[src/rtl/adc_capture_sequencer_pkg.sv]
// ----------------------------------------------------------------------------
// adc_seq_pkg
// Shared definitions for the ADC capture sequencer.
//   adc_seq_state_e : sequencer FSM states
//   CTRL_ENABLE     : adc_control bit that powers the ADC front end
//   CTRL_RUN        : adc_control bit that lets the capture IP stream beats
// ----------------------------------------------------------------------------
package adc_seq_pkg;

    typedef enum logic [2:0] {
        ST_IDLE    = 3'd0,
        ST_WARMUP  = 3'd1,
        ST_CAPTURE = 3'd2,
        ST_DRAIN   = 3'd3,
        ST_GAP     = 3'd4
    } adc_seq_state_e;

    localparam int unsigned CTRL_ENABLE = 3;
    localparam int unsigned CTRL_RUN    = 0;

endpackage

[src/rtl/adc_capture_sequencer_if.sv]
// ----------------------------------------------------------------------------
// adc_capture_sequencer_if
// Link between the sequencer and the AD9244 capture IP.
//   adc_control : 4-bit control word into the IP ([3] enable, [0] run)
//   mon_tvalid  : observed m00_axis_tvalid of the IP
//   mon_tready  : observed m00_axis_tready of the downstream sink
// Modports:
//   master : sequencer side (drives adc_control, watches the stream)
//   slave  : capture IP side (consumes adc_control, presents the stream)
// ----------------------------------------------------------------------------
interface adc_capture_sequencer_if;

    logic [3:0] adc_control;
    logic       mon_tvalid;
    logic       mon_tready;

    modport master (
        output adc_control,
        input  mon_tvalid,
        input  mon_tready
    );

    modport slave (
        input  adc_control,
        output mon_tvalid,
        output mon_tready
    );

endinterface

[src/rtl/adc_seq_stall_mon.sv]
// ----------------------------------------------------------------------------
// adc_seq_stall_mon
// Counts consecutive back-pressure cycles (tvalid & !tready) while the
// sequencer is streaming and raises a sticky stall error once STALL_LIMIT
// consecutive stall cycles have been seen.
// Ports:
//   clk, rst_n   : clock, asynchronous active-low reset
//   i_active     : sequencer is in CAPTURE or DRAIN
//   i_tvalid     : observed tvalid
//   i_tready     : observed tready
//   i_err_clear  : clears the sticky error (a simultaneous set wins)
//   o_err_stall  : sticky stall error
// ----------------------------------------------------------------------------
module adc_seq_stall_mon #(
    parameter int unsigned STALL_LIMIT = 64
) (
    input  logic clk,
    input  logic rst_n,
    input  logic i_active,
    input  logic i_tvalid,
    input  logic i_tready,
    input  logic i_err_clear,
    output logic o_err_stall
);

    localparam int unsigned CNT_W = $clog2(STALL_LIMIT + 1);

    logic             w_stall;
    logic             w_hit;
    logic [CNT_W-1:0] w_run_d;
    logic [CNT_W-1:0] r_run;
    logic             r_err;

    assign w_stall = i_active & i_tvalid & ~i_tready;
    // r_run holds the number of earlier consecutive stall cycles, so this
    // cycle is the STALL_LIMIT-th one when r_run == STALL_LIMIT-1.
    assign w_hit   = w_stall && (r_run == CNT_W'(STALL_LIMIT - 1));

    always_comb begin
        w_run_d = '0;
        if (w_stall) begin
            // Saturate: a continuing stall keeps re-asserting the error.
            w_run_d = w_hit ? r_run : r_run + CNT_W'(1);
        end
    end

    always_ff @(posedge clk or negedge rst_n) begin
        if (!rst_n) begin
            r_run <= '0;
            r_err <= 1'b0;
        end else begin
            r_run <= w_run_d;
            if (w_hit) begin
                r_err <= 1'b1;
            end else if (i_err_clear) begin
                r_err <= 1'b0;
            end
        end
    end

    assign o_err_stall = r_err;

endmodule

[src/rtl/adc_capture_sequencer.sv]
// ----------------------------------------------------------------------------
// adc_capture_sequencer
// Sequences the AD9244-to-AXI-Stream capture IP through its control word:
// warm-up, capture of a programmed number of beats, drain, and an optional
// inter-burst gap for continuous operation. Counts completed bursts and
// keeps sticky stall / drain-timeout / configuration errors.
//
// Optional feature (macro ADCSEQ_TIMESTAMP_EN): free-running 32-bit cycle
// counter, sampled into burst_timestamp whenever CAPTURE is entered.
//
// Ports:
//   m00_axis_aclk, m00_axis_aresetn : clock, asynchronous active-low reset
//   cfg_start / cfg_abort           : start and abort pulses
//   cfg_continuous                  : 1 = repeat bursts, 0 = one-shot
//   cfg_burst_len, cfg_gap          : beats per burst, idle cycles between
//   err_clear                       : clears all sticky errors
//   mon_if (master)                 : adc_control out, tvalid/tready in
//   busy                            : sequence in progress
//   burst_done                      : one-cycle pulse per completed burst
//   burst_count                     : completed bursts, wrapping
//   err_stall, err_timeout, err_cfg : sticky errors
//   burst_timestamp                 : only with ADCSEQ_TIMESTAMP_EN
// ----------------------------------------------------------------------------
module adc_capture_sequencer
    import adc_seq_pkg::*;
#(
    parameter int unsigned BURST_W       = 16,
    parameter int unsigned GAP_W         = 24,
    parameter int unsigned WARMUP_CYCLES = 8,
    parameter int unsigned DRAIN_TIMEOUT = 256,
    parameter int unsigned STALL_LIMIT   = 64
) (
    input  logic                m00_axis_aclk,
    input  logic                m00_axis_aresetn,
    input  logic                cfg_start,
    input  logic                cfg_abort,
    input  logic                cfg_continuous,
    input  logic [BURST_W-1:0]  cfg_burst_len,
    input  logic [GAP_W-1:0]    cfg_gap,
    input  logic                err_clear,
    adc_capture_sequencer_if.master mon_if,
    output logic                busy,
    output logic                burst_done,
    output logic [15:0]         burst_count,
    output logic                err_stall,
    output logic                err_timeout,
    output logic                err_cfg
`ifdef ADCSEQ_TIMESTAMP_EN
    ,
    output logic [31:0]         burst_timestamp
`endif
);

    adc_seq_state_e     r_state;
    adc_seq_state_e     w_state_d;
    // Shared cycle counter for WARMUP, DRAIN and GAP (only one is live).
    logic [GAP_W-1:0]   r_cyc_cnt;
    logic [GAP_W-1:0]   w_cyc_d;
    logic [BURST_W-1:0] r_beat_cnt;
    logic [BURST_W-1:0] w_beat_d;
    logic               r_aborted;
    logic               w_aborted_d;

    // Configuration latched on an accepted start.
    logic [BURST_W-1:0] r_len;
    logic [GAP_W-1:0]   r_gap;
    logic               r_continuous;

    logic               r_burst_done;
    logic [15:0]        r_burst_count;
    logic               r_err_timeout;
    logic               r_err_cfg;

    logic               w_beat;
    logic               w_accept;
    logic               w_cfg_set;
    logic               w_timeout_set;
    logic               w_done_set;
    logic [3:0]         w_ctrl;

    assign w_beat = mon_if.mon_tvalid & mon_if.mon_tready;

    always_comb begin
        w_state_d     = r_state;
        w_cyc_d       = r_cyc_cnt;
        w_beat_d      = r_beat_cnt;
        w_aborted_d   = r_aborted;
        w_accept      = 1'b0;
        w_cfg_set     = 1'b0;
        w_timeout_set = 1'b0;
        w_done_set    = 1'b0;
        case (r_state)
            ST_IDLE: begin
                // Abort in the same cycle cancels the start entirely.
                if (cfg_start && !cfg_abort) begin
                    if (cfg_burst_len == '0) begin
                        w_cfg_set = 1'b1;
                    end else begin
                        w_accept    = 1'b1;
                        w_state_d   = ST_WARMUP;
                        w_cyc_d     = '0;
                        w_aborted_d = 1'b0;
                    end
                end
            end
            ST_WARMUP: begin
                if (cfg_abort) begin
                    w_state_d = ST_IDLE;
                end else if (r_cyc_cnt == GAP_W'(WARMUP_CYCLES - 1)) begin
                    w_state_d = ST_CAPTURE;
                    w_beat_d  = '0;
                end else begin
                    w_cyc_d = r_cyc_cnt + GAP_W'(1);
                end
            end
            ST_CAPTURE: begin
                if (cfg_abort) begin
                    w_state_d   = ST_DRAIN;
                    w_aborted_d = 1'b1;
                    w_cyc_d     = '0;
                end else if (w_beat) begin
                    w_beat_d = r_beat_cnt + BURST_W'(1);
                    if (r_beat_cnt == r_len - BURST_W'(1)) begin
                        w_state_d = ST_DRAIN;
                        w_cyc_d   = '0;
                    end
                end
            end
            ST_DRAIN: begin
                w_aborted_d = r_aborted | cfg_abort;
                if (!mon_if.mon_tvalid) begin
                    w_cyc_d = '0;
                    if (w_aborted_d) begin
                        w_state_d = ST_IDLE;
                    end else begin
                        w_done_set = 1'b1;
                        w_state_d  = r_continuous ? ST_GAP : ST_IDLE;
                    end
                end else if (r_cyc_cnt == GAP_W'(DRAIN_TIMEOUT - 1)) begin
                    w_timeout_set = 1'b1;
                    w_state_d     = ST_IDLE;
                end else begin
                    w_cyc_d = r_cyc_cnt + GAP_W'(1);
                end
            end
            ST_GAP: begin
                // A zero gap still spends one cycle here.
                if (cfg_abort) begin
                    w_state_d = ST_IDLE;
                end else if (r_gap == '0 || r_cyc_cnt == r_gap - GAP_W'(1)) begin
                    w_state_d = ST_CAPTURE;
                    w_beat_d  = '0;
                end else begin
                    w_cyc_d = r_cyc_cnt + GAP_W'(1);
                end
            end
            default: begin
                w_state_d = ST_IDLE;
            end
        endcase
    end

    always_ff @(posedge m00_axis_aclk or negedge m00_axis_aresetn) begin
        if (!m00_axis_aresetn) begin
            r_state       <= ST_IDLE;
            r_cyc_cnt     <= '0;
            r_beat_cnt    <= '0;
            r_aborted     <= 1'b0;
            r_len         <= '0;
            r_gap         <= '0;
            r_continuous  <= 1'b0;
            r_burst_done  <= 1'b0;
            r_burst_count <= '0;
            r_err_timeout <= 1'b0;
            r_err_cfg     <= 1'b0;
        end else begin
            r_state      <= w_state_d;
            r_cyc_cnt    <= w_cyc_d;
            r_beat_cnt   <= w_beat_d;
            r_aborted    <= w_aborted_d;
            r_burst_done <= w_done_set;
            if (w_accept) begin
                r_len        <= cfg_burst_len;
                r_gap        <= cfg_gap;
                r_continuous <= cfg_continuous;
            end
            if (w_done_set) begin
                r_burst_count <= r_burst_count + 16'd1;
            end
            if (w_timeout_set) begin
                r_err_timeout <= 1'b1;
            end else if (err_clear) begin
                r_err_timeout <= 1'b0;
            end
            if (w_cfg_set) begin
                r_err_cfg <= 1'b1;
            end else if (err_clear) begin
                r_err_cfg <= 1'b0;
            end
        end
    end

    // Control word decoded straight from state so an asynchronous reset
    // removes enable and run without waiting for a clock.
    always_comb begin
        w_ctrl              = '0;
        w_ctrl[CTRL_ENABLE] = (r_state != ST_IDLE);
        w_ctrl[CTRL_RUN]    = (r_state == ST_CAPTURE);
    end

    assign mon_if.adc_control = w_ctrl;

    adc_seq_stall_mon #(
        .STALL_LIMIT (STALL_LIMIT)
    ) u_stall_mon (
        .clk         (m00_axis_aclk),
        .rst_n       (m00_axis_aresetn),
        .i_active    ((r_state == ST_CAPTURE) || (r_state == ST_DRAIN)),
        .i_tvalid    (mon_if.mon_tvalid),
        .i_tready    (mon_if.mon_tready),
        .i_err_clear (err_clear),
        .o_err_stall (err_stall)
    );

`ifdef ADCSEQ_TIMESTAMP_EN
    logic [31:0] r_ts_cnt;
    logic [31:0] r_timestamp;

    always_ff @(posedge m00_axis_aclk or negedge m00_axis_aresetn) begin
        if (!m00_axis_aresetn) begin
            r_ts_cnt    <= '0;
            r_timestamp <= '0;
        end else begin
            r_ts_cnt <= r_ts_cnt + 32'd1;
            if (w_state_d == ST_CAPTURE && r_state != ST_CAPTURE) begin
                r_timestamp <= r_ts_cnt;
            end
        end
    end

    assign burst_timestamp = r_timestamp;
`endif

    assign busy        = (r_state != ST_IDLE);
    assign burst_done  = r_burst_done;
    assign burst_count = r_burst_count;
    assign err_timeout = r_err_timeout;
    assign err_cfg     = r_err_cfg;

endmodule

[src/flat_wrapper.sv]
// flat-port wrapper written by rule: the top's interface ports become plain ports
module adc_capture_sequencer_flat import adc_seq_pkg::*;
#(
    parameter int unsigned BURST_W       = 16,
    parameter int unsigned GAP_W         = 24,
    parameter int unsigned WARMUP_CYCLES = 8,
    parameter int unsigned DRAIN_TIMEOUT = 256,
    parameter int unsigned STALL_LIMIT   = 64
)
  (m00_axis_aclk, m00_axis_aresetn, cfg_start, cfg_abort, cfg_continuous, cfg_burst_len, cfg_gap, err_clear, busy, burst_done, burst_count, err_stall, err_timeout, err_cfg, mon_if_adc_control, mon_if_mon_tvalid, mon_if_mon_tready);
  adc_capture_sequencer_if mon_if_i ();
  input  logic m00_axis_aclk;
  input  logic m00_axis_aresetn;
  input  logic cfg_start;
  input  logic cfg_abort;
  input  logic cfg_continuous;
  input  logic [BURST_W-1:0] cfg_burst_len;
  input  logic [GAP_W-1:0] cfg_gap;
  input  logic err_clear;
  output logic busy;
  output logic burst_done;
  output logic [15:0] burst_count;
  output logic err_stall;
  output logic err_timeout;
  output logic err_cfg;
  output wire logic [$bits(mon_if_i.adc_control)-1:0] mon_if_adc_control;
  input wire logic [$bits(mon_if_i.mon_tvalid)-1:0] mon_if_mon_tvalid;
  input wire logic [$bits(mon_if_i.mon_tready)-1:0] mon_if_mon_tready;
  assign mon_if_adc_control = mon_if_i.adc_control;
  assign mon_if_i.mon_tvalid = mon_if_mon_tvalid;
  assign mon_if_i.mon_tready = mon_if_mon_tready;
  adc_capture_sequencer #(.BURST_W(BURST_W), .GAP_W(GAP_W), .WARMUP_CYCLES(WARMUP_CYCLES), .DRAIN_TIMEOUT(DRAIN_TIMEOUT), .STALL_LIMIT(STALL_LIMIT)) u_core (.m00_axis_aclk(m00_axis_aclk), .m00_axis_aresetn(m00_axis_aresetn), .cfg_start(cfg_start), .cfg_abort(cfg_abort), .cfg_continuous(cfg_continuous), .cfg_burst_len(cfg_burst_len), .cfg_gap(cfg_gap), .err_clear(err_clear), .mon_if(mon_if_i), .busy(busy), .burst_done(burst_done), .burst_count(burst_count), .err_stall(err_stall), .err_timeout(err_timeout), .err_cfg(err_cfg));
endmodule
[config.mk]
export PLATFORM = sky130hd
export DESIGN_NAME = adc_capture_sequencer_flat
export DESIGN_NICKNAME = d
export VERILOG_FILES = /design/src/rtl/adc_capture_sequencer_pkg.sv /design/src/rtl/adc_capture_sequencer_if.sv /design/src/rtl/adc_seq_stall_mon.sv /design/src/rtl/adc_capture_sequencer.sv /design/src/flat_wrapper.sv
export SDC_FILE = /design/constraint.sdc
export NUM_CORES = 1
export LEC_CHECK = 0
export ABC_CLOCK_PERIOD_IN_PS = 4600
export BUFFER_PORTS_ARGS = -buffer_cell sky130_fd_sc_hd__buf_2
export CAP_MARGIN = 5
export CORE_ASPECT_RATIO = 0.6
export CORE_MARGIN = 2
export CORE_UTILIZATION = 60
export CTS_CLUSTER_DIAMETER = 120
export DETAILED_ROUTE_END_ITERATION = 12
export PLACE_DENSITY = 0.81
export SKIP_LAST_GASP = 1
export SLEW_MARGIN = 20
export SYNTH_ARGS = -nofsm -noshare
export SYNTH_HDL_FRONTEND = slang
export SYNTH_SLANG_ARGS = --single-unit
[constraint.sdc]
create_clock -name m00_axis_aclk -period 4.6 [get_ports m00_axis_aclk]
set_input_delay 0.92 -clock m00_axis_aclk [delete_from_list [all_inputs] [get_ports m00_axis_aclk]]
set_output_delay 0.92 -clock m00_axis_aclk [all_outputs]
set_load 0.01 [all_outputs]
==> metrics.md <==
| Metric | Value |
|---|---|
| Outcome | `completed` |
| DRT Pass-1 Iters | `6` |
| Clock Skew | `~0.011 ns` |
| Via count | `around 6400` |
| GP Congestion | `0.984` |
| CP cell instances | `inv_1 > ha_1 > or4b_2 > or4_1 > a2111oi_4 > o22ai_1 > or2_1 > o31ai_4 > buf_4 > or2_4 > mux2_2` |
| Largest net degree at the start of global routing | `65` |
| DRC violations left | `0` |
| Initial Utilization | `0.627` |
| Most frequent cells in the layout | `112 x dfrtp_1, 69 x buf_2, 59 x nor2_1` |
| Root buf cell | `clkbuf_16` |
| IO Count | `73` |
| Total GRT Usage | `0.306` |
| Slowest Stage Delay on Critical Path | `0.59 ns` |
| Die height | `89.0 um` |
| Worst Hold Launch | `u_core.burst_count[15]$_DFFE_PN0P_` |
| Period Utilization, post-route | `0.860` |
| Detail Placement HPWL | `between 10 and 15 mm` |
| Total CTS buffers | `9` |
| Worst skew pair latency | `roughly 0.36 ns` |
| Non-Filler Instances | `~970` |
| Critical path's slowest cell | `or4b_2` |
| Clock Sinks | `between 100 and 150` |
| Yosys cell types | `75` |
| Row count | `30` |
| Synth Flop Type | `dfrtp_1` |
| Setup crit start | `u_core.r_gap[0]$_DFFE_PN0P_` |
| Type of the worst setup path | `flop to flop` |
| Worst r2r src | `u_core.r_gap[0]$_DFFE_PN0P_` |
| Worst Hold Class | `flop to flop` |
| Die Area | `about 13000 sq um` |
| Max-slew violation total from the final report | `0` |
| Sequential share of power | `0.410` |
| Dpl ws | `between 0.6 and 0.7 ns` |
| Relative slew margins | `0.402` |
| Final Hold Fails | `0` |
| # diodes | `0` |
| VDD IR max | `0.273 mV` |
| Synthesized flop and latch total | `roughly 110` |
| Seq/Total Area, Yosys | `0.388` |
| Initial antenna violation count | `0` |
| Antenna viol nets, final | `0` |
| Clock tree buffer depth | `2` |
| Detailed-route wire length per cell | `19.7 um` |
| Via density | `6.60` |
| Finish-stage setup viols | `0` |
| Final setup TNS | `0 ns` |
| Final #Nets | `around 860` |
| Switching power | `about 0.0017 W` |
| Clk pwr share | `0.199` |
| Yosys synthesis warning count | `0` |
| CP Launch Type | `flop` |
| Leak | `roughly 3.4 nW` |
| Fraction of registers with async set/reset | `1.00` |
| Worst endpoint required time | `a little under 5 ns` |
| Post-layout worst setup margin | `approximately 0.64 ns` |
| Post CTS Setup Buffer Count | `0` |
| Overflow left after global routing | `0` |
| FILL cells | `roughly 900` |
| RSZ-0062 raised after global routing | `false` |
| F_max | `roughly 250 MHz` |
| Buffers added on ports | `70` |
| Int Pwr | `0.00232 W` |
| Vias in the first global route | `5987` |
| H-tree lvl count | `3` |
| Number of enable flip-flop cells after synthesis | `0` |
| Synth-to-Final Area Change | `9.81%` |
| Min cycle time layout | `3.96 ns` |
| Pwr dens | `between 500 and 600 nW/um^2` |
| Cells after Synth | `766` |
| Worst-Margin Slew | `between 0.8 and 0.9 ns` |
| CP max FO | `25` |
| Mean Syn Cell Area | `~9.4 sq um` |
| Critical Path AT | `approximately 4.3 ns` |
| DR iter-0 viols | `about 740` |
| Clock transition at the registers of the reported paths | `0.09 ns` |
| CP Capture Type | `flop` |
| Placed insts | `approximately 960` |
| Commonest non-fill, non-tap cell in the layout | `dfrtp_1` |
| Sw Share | `0.426` |
| Mapped cell area | `between 7000 and 8000 sq um` |
| # resized after CTS | `0` |
| Share of cells above drive strength 1 | `0.202` |
| First-pass GRT wire length | `approximately 31 mm` |
| WL final | `19.2 mm` |
| R2R Setup Slk | `0.64 ns` |
| CTS tree | `yes` |
| Die X | `~150 um` |
| Hold Buf Count CTS | `0` |
| Gate power share | `0.391` |
| Core Area | `11500 sq um` |
| Max Cap Viol | `0` |
[synth_stat cells, drive strengths merged (2+ instances only)]
cell     instances  area [sq um]
a2111oi          2          36.3
a211oi          17           128
a21boi           4          30.0
a21o             4          30.0
a21oi           11          58.8
a2bb2oi          4          35.0
a311oi           2          17.5
a31o             7          61.3
a31oi           16           106
and2             3          18.8
and3            28           175
and4             5          43.8
buf             22           149
clkbuf          33           124
dfrtp          112          2800
ha               7          87.6
inv             29           109
mux2            45           507
mux2i           14           140
nand2           43           161
nand2b          11          68.8
nand3           24           120
nand3b           5          37.5
nand4           19           119
nand4b           5          43.8
nor2            59           221
nor2b            4          25.0
nor3            18          95.1
nor4            28           175
nor4b            3          32.5
o211ai           2          15.0
o21ai           18          90.1
o22ai            4          25.0
o31a            12           105
o31ai           19           156
o32ai            2          17.5
o41ai            9          78.8
or2              7          46.3
or3             13          81.3
or3b             2          17.5
or4             12          93.8
or4b             2          20.0
xnor2           41           359
xor2            22           193
[critical path, delay by kind of cell, from the launching register on]
kind / cells / cell delay, ns
AO/OA/AOI/OAI: 3 / 0.80
adder cells (fa/ha/maj): 1 / 0.29
buffers and inverters: 2 / 0.45
flip-flops: 1 / 0.46
multiplexers: 1 / 0.19
AND/OR/NAND/NOR: 4 / 1.71
[registers in the layout (all words and copies together), names as in the netlist]
signal                          cells
u_core.r_cyc_cnt                   24
u_core.r_gap                       24
u_core.burst_count                 16
u_core.r_beat_cnt                  16
u_core.r_len                       16
u_core.u_stall_mon.r_run            7
u_core.r_state                      3
u_core.burst_done                   1
u_core.err_cfg                      1
u_core.err_timeout                  1
u_core.r_aborted                    1
u_core.r_continuous                 1
u_core.u_stall_mon.o_err_stall      1
[path summary, 6_finish.rpt]
path,endpoint,cells past startpoint
max,u_core.r_cyc_cnt[0]$_DFFE_PN0P_,11
max in group asynchronous,u_core.r_beat_cnt[12]$_DFFE_PN0P_,2
min,u_core.burst_count[15]$_DFFE_PN0P_,1
max reg2reg,u_core.r_cyc_cnt[0]$_DFFE_PN0P_,11
min reg2reg,u_core.burst_count[15]$_DFFE_PN0P_,1
min in group asynchronous,u_core.r_cyc_cnt[14]$_DFFE_PN0P_,1
[cells by family after synthesis]
group                    after synthesis  synth area share
flip-flops                           112             0.388
AO/OA/AOI/OAI                        146             0.154
other                                  1          0.000519
AND/OR/NAND/NOR                      293             0.224
XOR/XNOR                              64            0.0795
multiplexers                          59            0.0896
buffers and inverters                 84            0.0528
adder cells (fa/ha/maj)                7            0.0121
[stage by stage]
step                      hold slack [ns]  total power, W  cell area, sq um   util
after detailed placement            0.458         0.00319              7620  0.661
after floorplan                     0.458         0.00276              7220      -
final                               0.472         0.00404              7930  0.688
after global routing                0.495         0.00428              7930  0.688
after CTS                           0.470         0.00401              7930  0.688
after global placement              0.451         0.00311              7620  0.661
[power by group through the flow]
stage | combinational [W] | sequential [W] | clock (W)
finish | 0.00158 | 0.00165 | 0.000805
detailed placement | 0.00155 | 0.00164 | 0
CTS | 0.00156 | 0.00163 | 0.000818
global placement | 0.00149 | 0.00162 | 0
global route | 0.00173 | 0.00170 | 0.000857
floorplan | 0.00136 | 0.00140 | 0
[metal layers]
metal | part of all wire | GRT usage
met1 | 0.47 | 0.469
met2 | 0.42 | 0.443
met3 | 0.11 | 0.0704
met4 | 0.0082 | 0.0660
met5 | 0 | 0
[final cells by class]
class                   count  area [sq um]  share of cell area
flip-flops and latches    112          2800               0.353
multi-input cells         571          4050               0.511
repair buffers             84           458              0.0578
inverters                  29           109              0.0137
clock inverters             7          83.8              0.0106
clock buffers               9           225              0.0284
well taps                 160           200              0.0252
No activity file was read; power rests on OpenSTA's default activity.
